===== src/rtl/instrenc_if.sv =====
// Handshake and imem write-port bundle between the boot sequencer and the instruction encoder.
interface instrenc_if #(
  parameter int DEPTH_LOG2 = 6
);
  logic                  start;
  logic                  done;
  logic                  in_valid;
  logic                  in_ready;
  logic [2:0]            kind;
  logic [4:0]            rs;
  logic [4:0]            rt;
  logic [4:0]            rd;
  logic [5:0]            funct;
  logic [15:0]           imm;
  logic [25:0]           target;
  logic                  we;
  logic [DEPTH_LOG2-1:0] waddr;
  logic [31:0]           wdata;
  logic [DEPTH_LOG2:0]   count;
  logic                  full;
  logic                  err;
  logic                  finished;

  modport master (
    output start, done, in_valid, kind, rs, rt, rd, funct, imm, target,
    input  in_ready, we, waddr, wdata, count, full, err, finished
  );

  modport slave (
    input  start, done, in_valid, kind, rs, rt, rd, funct, imm, target,
    output in_ready, we, waddr, wdata, count, full, err, finished
  );
endinterface


===== src/rtl/instrenc.sv =====
// Packs field-level instruction descriptions into 32-bit MIPS words and streams them
// sequentially into instruction memory through a registered write port.
module instrenc #(
  parameter int DEPTH_LOG2 = 6
) (
  input  logic        clk,
  input  logic        rst_n,
  instrenc_if.slave   bus
);
  // state | meaning
  // IDLE  | after reset, waiting for the first start
  // LOAD  | session open, accepting instructions
  // DONE  | session closed, waiting for a new start
  typedef enum logic [1:0] {
    S_IDLE = 2'd0,
    S_LOAD = 2'd1,
    S_DONE = 2'd2
  } state_t;

  localparam logic [DEPTH_LOG2:0] CNT_LAST = (DEPTH_LOG2+1)'((1 << DEPTH_LOG2) - 1);

  state_t                state_q;
  logic                  we_q;
  logic [DEPTH_LOG2-1:0] waddr_q;
  logic [31:0]           wdata_q;
  logic [DEPTH_LOG2:0]   count_q;
  logic                  full_q;
  logic                  err_q;

  logic                  in_ready;
  logic                  accept;
  logic                  legal_d;
  logic [31:0]           wdata_d;

  assign in_ready = (state_q == S_LOAD) && !full_q;
  assign accept   = bus.in_valid && in_ready;

  always_comb begin
    legal_d = 1'b1;
    wdata_d = 32'h0;
    case (bus.kind)
      3'd0: wdata_d = {6'b000000, bus.rs, bus.rt, bus.rd, 5'b00000, bus.funct};
      3'd1: wdata_d = {6'b100011, bus.rs, bus.rt, bus.imm};
      3'd2: wdata_d = {6'b101011, bus.rs, bus.rt, bus.imm};
      3'd3: wdata_d = {6'b000100, bus.rs, bus.rt, bus.imm};
      3'd4: wdata_d = {6'b001000, bus.rs, bus.rt, bus.imm};
      3'd5: wdata_d = {6'b000010, bus.target};
      default: legal_d = 1'b0;
    endcase
  end

  always_ff @(posedge clk or negedge rst_n) begin
    if (!rst_n) begin
      state_q <= S_IDLE;
      we_q    <= 1'b0;
      waddr_q <= '0;
      wdata_q <= '0;
      count_q <= '0;
      full_q  <= 1'b0;
      err_q   <= 1'b0;
    end else begin
      we_q <= 1'b0;
      case (state_q)
        S_IDLE, S_DONE: begin
          if (bus.start) begin
            state_q <= S_LOAD;
            count_q <= '0;
            full_q  <= 1'b0;
            err_q   <= 1'b0;
          end
        end
        S_LOAD: begin
          // The word count doubles as the next write address; it never wraps.
          if (accept) begin
            if (legal_d) begin
              we_q    <= 1'b1;
              waddr_q <= count_q[DEPTH_LOG2-1:0];
              wdata_q <= wdata_d;
              count_q <= count_q + 1'b1;
              full_q  <= (count_q == CNT_LAST);
            end else begin
              err_q <= 1'b1;
            end
          end
          if (bus.done) state_q <= S_DONE;
        end
        default: state_q <= S_IDLE;
      endcase
    end
  end

  assign bus.in_ready = in_ready;
  assign bus.we       = we_q;
  assign bus.waddr    = waddr_q;
  assign bus.wdata    = wdata_q;
  assign bus.count    = count_q;
  assign bus.full     = full_q;
  assign bus.err      = err_q;
  assign bus.finished = (state_q == S_DONE);
endmodule


===== src/flat_wrapper.sv =====
// flat-port wrapper written by rule: the top's interface ports become plain ports
module instrenc_flat 
#(
  parameter int DEPTH_LOG2 = 6
)
  (clk, rst_n, bus_start, bus_done, bus_in_valid, bus_kind, bus_rs, bus_rt, bus_rd, bus_funct, bus_imm, bus_target, bus_in_ready, bus_we, bus_waddr, bus_wdata, bus_count, bus_full, bus_err, bus_finished);
  instrenc_if #(.DEPTH_LOG2(DEPTH_LOG2)) bus_i ();
  input  logic clk;
  input  logic rst_n;
  input wire logic [$bits(bus_i.start)-1:0] bus_start;
  input wire logic [$bits(bus_i.done)-1:0] bus_done;
  input wire logic [$bits(bus_i.in_valid)-1:0] bus_in_valid;
  input wire logic [$bits(bus_i.kind)-1:0] bus_kind;
  input wire logic [$bits(bus_i.rs)-1:0] bus_rs;
  input wire logic [$bits(bus_i.rt)-1:0] bus_rt;
  input wire logic [$bits(bus_i.rd)-1:0] bus_rd;
  input wire logic [$bits(bus_i.funct)-1:0] bus_funct;
  input wire logic [$bits(bus_i.imm)-1:0] bus_imm;
  input wire logic [$bits(bus_i.target)-1:0] bus_target;
  output wire logic [$bits(bus_i.in_ready)-1:0] bus_in_ready;
  output wire logic [$bits(bus_i.we)-1:0] bus_we;
  output wire logic [$bits(bus_i.waddr)-1:0] bus_waddr;
  output wire logic [$bits(bus_i.wdata)-1:0] bus_wdata;
  output wire logic [$bits(bus_i.count)-1:0] bus_count;
  output wire logic [$bits(bus_i.full)-1:0] bus_full;
  output wire logic [$bits(bus_i.err)-1:0] bus_err;
  output wire logic [$bits(bus_i.finished)-1:0] bus_finished;
  assign bus_i.start = bus_start;
  assign bus_i.done = bus_done;
  assign bus_i.in_valid = bus_in_valid;
  assign bus_i.kind = bus_kind;
  assign bus_i.rs = bus_rs;
  assign bus_i.rt = bus_rt;
  assign bus_i.rd = bus_rd;
  assign bus_i.funct = bus_funct;
  assign bus_i.imm = bus_imm;
  assign bus_i.target = bus_target;
  assign bus_in_ready = bus_i.in_ready;
  assign bus_we = bus_i.we;
  assign bus_waddr = bus_i.waddr;
  assign bus_wdata = bus_i.wdata;
  assign bus_count = bus_i.count;
  assign bus_full = bus_i.full;
  assign bus_err = bus_i.err;
  assign bus_finished = bus_i.finished;
  instrenc #(.DEPTH_LOG2(DEPTH_LOG2)) u_core (.clk(clk), .rst_n(rst_n), .bus(bus_i));
endmodule

===== config.mk =====
export PLATFORM = sky130hd
export DESIGN_NAME = instrenc_flat
export DESIGN_NICKNAME = d
export VERILOG_FILES = /design/src/rtl/instrenc_if.sv /design/src/rtl/instrenc.sv /design/src/flat_wrapper.sv
export SDC_FILE = /design/constraint.sdc
export NUM_CORES = 1
export LEC_CHECK = 0
export CORE_MARGIN = 2
export CORE_UTILIZATION = 40
export CTS_CLUSTER_DIAMETER = 200
export CTS_CLUSTER_SIZE = 28
export DETAILED_ROUTE_END_ITERATION = 12
export GPL_ROUTABILITY_DRIVEN = 0
export PLACE_DENSITY_LB_ADDON = 0.15
export SLEW_MARGIN = 20
export SYNTH_ARGS = -nofsm -noshare
export SYNTH_HDL_FRONTEND = slang
export SYNTH_SLANG_ARGS = --single-unit

===== constraint.sdc =====
create_clock -name clk -period 1.9 [get_ports clk]
set_input_delay 0.19 -clock clk [delete_from_list [all_inputs] [get_ports clk]]
set_output_delay 0.19 -clock clk [all_outputs]
set_load 0.02 [all_outputs]

==> metrics.yaml <==
cp-end-kind: "output pin"
vias: 2395
crit_arrival_ns: 1.51
critPathLaunch: "u_core.state_q[0]$_DFFE_PN0P_"
dr.pass1.iters: 4
tns_ns: 0
cap_violations: 0
finish.utilization_pct: 65.72
setup_viol: 0
row_count: 28
layout_commonest_cell: "clkdlybuf4s50_1"
cts_setup_buffers: 0
cellPowerDensity_nw_per_um2: 1132
r2r_slack_ns: 0.36
maxSlewViolCount: 0
ys.warnings.count: 0
io_pins: 121
seq_area_um2: 1201
async_reset_ff_share_pct: 100.0
hold_viol: 0
outcome: "finished clean"
clock.fmax_mhz: 589.8
fin_nets: 452
initial_core_util_pct: 40.98
drcViolationCount: 0
grt_max_degree: 30
setup.worst_path.end: "bus_finished"
io_buffers: 119
rsz0062_at_grt: "no"
numCtsBuffers: 5
final_cell_mix: "clkdlybuf4s50_1 (117), dfrtp_1 (48), nand2_1 (46), nor2_1 (44), a31oi_1 (22)"
path_clk_slew_ns: 0.09
dpl_cell_area_um2: 3710
ant_nets: 0
p_leak_nw: 1.648
fin_ws_ns: 0.2045
synth_seq_area_share_pct: 50.10
grt_pass1_vias: 2219
irDropWorstVdd_uv: 586.5
antenna_found_initial: 0
cts_tree: "done"
critPathLaunchType: "flop"
drtIter0Drc: 140
crit_fanout: 4
via_per_inst: 5.252
synth_fp_nets: 336
multiInputGateArea_um2: 1076
r2r_cells: 6
dp_hpwl_um: 5023
gr-total-overflow: 0
r2r-start: "u_core.bus.full$_DFFE_PN0P_"
die_w_um: 81.42
h-tree-depth: 2
synth_edf_count: 0
synthCells: 264
core_area_um2: 5851
finalCriticalPeriod_ns: 1.695
clock-root-buffer: "clkbuf_8"
dieArea_um2: 6628
drive_gt1_share_pct: 6.562
synth_area_um2: 2397
wl_per_cell_um: 14.88
ys_ff_latch: 48
hold_path.class: "in2async"
die_h_um: 81.42
fin_area_um2: 3845
pre_cts_ws_ns: 0.1327
insertion_delay_ns: 0.30
nFillCells: 473
area_growth_syn_to_layout_pct: 60.39
n_antenna_cell: 0
r2r-end: "u_core.bus.wdata[3]$_DFFE_PN0P_"
critPathKind: "reg2out"
grt_pass1_wl_um: 10470
finClkSkew_ns: 0.008077
synth_cell_types: 38
crit_required_ns: 1.71
cts_sinks: 48
drt-total-wl_um: 6784
fin_crit_sh_pct: 89.23
cts.path.max_buffers: 2
synth_area_per_cell_um2: 9.081
grt.total_usage_pct: 20.60
ys.flop_type: "dfrtp_1"
-- where the power goes --
part | internal (mW) | switching (mW)
clock | 0.464 | 0.335
combinational | 0.996 | 0.975
sequential | 1.36 | 0.218
total | 2.83 | 1.53
-- Yosys cell counts, types with 2 or more instances --
master	n	area, um^2
mux2i_1	13	130.1
nand2b_1	2	12.51
clkbuf_1	9	33.78
nand4_1	3	18.77
inv_1	3	11.26
dfrtp_1	48	1201
buf_4	2	15.01
and3_1	2	12.51
a221oi_1	10	87.58
a31oi_1	22	137.6
nor2b_1	2	12.51
a32oi_1	5	43.79
nand3_1	3	15.01
a21oi_1	3	15.01
nor2_1	44	165.2
o21a_1	2	15.01
buf_2	9	45.04
o21ai_0	15	75.07
nand2_1	46	172.7
a41oi_1	2	17.52
and2_1	2	12.51
-- worst max-delay path, cell delays in order (launching register included) --
cell	delay, ns
dfrtp_1	0.41
nor2b_1	0.17
clkdlybuf4s50_1	0.63
-- layout make-up --
class	instances	share of cell area [%]
Timing Repair Buffer	130	34.66
Tap cell	75	2.441
Sequential cell	48	31.24
Multi-Input combinational cell	191	27.99
Inverter	4	0.3905
Clock inverter	1	0.7810
Clock buffer	7	2.506
-- layer usage --
| layer | routed length, um | global-route usage [%] | part of all wire [%] |
|---|---|---|---|
| met3 | 533 | 5.165 | 7.9 |
| met4 | 132 | 7.458 | 1.9 |
| met1 | 2993 | 27.94 | 44 |
| met5 | 0 | 0 | 0 |
| met2 | 3125 | 32.05 | 46 |
-- repair_timing --
action / CTS / global route
setup endpoints to repair: 1 / 0
endpoints found under the hold margin: 19 / 0
hold buffers: 1 / 0
resized for setup: 1 / 0
-- logic make-up after synthesis --
family,after synthesis,share of synthesized area (%)
and+or+nand+nor,112,20.56
AOI/OAI and AO/OA,63,17.74
DFF,48,50.10
buffers and inverters,25,5.010
muxes,14,5.897
adders and majority gates,1,0.5218
other,1,0.1564
-- sequential cells by signal (all words and copies together) (netlist names) --
signal	cells
u_core.bus.wdata	30
u_core.bus.count	7
u_core.bus.waddr	6
u_core.state_q	2
u_core.bus.err	1
u_core.bus.full	1
u_core.bus.we	1
-- per-stage QoR --
step	std cells	total power, mW	hold WS [ns]
floorplan	264	2.533	-0.1056
global placement	447	3.547	0.1814
detailed placement	447	3.581	0.1724
CTS	456	4.392	0.3848
global route	456	4.614	0.4244
finish	456	4.353	0.3798
-- worst min-delay path by stage --
stage                      from                               end  slack [ns]  cells past startpoint
after floorplan           rst_n   u_core.bus.count[0]$_DFFE_PN0P_       -0.11                      0
after global placement    rst_n  u_core.bus.wdata[19]$_DFFE_PN0P_        0.18                      1
after detailed placement  rst_n  u_core.bus.wdata[19]$_DFFE_PN0P_        0.17                      1
after CTS                 rst_n           u_core.bus.we$_DFF_PN0_        0.38                      2
after global routing      rst_n           u_core.bus.we$_DFF_PN0_        0.42                      2
final                     rst_n           u_core.bus.we$_DFF_PN0_        0.38                      2
(Power assumes the default switching activity.)
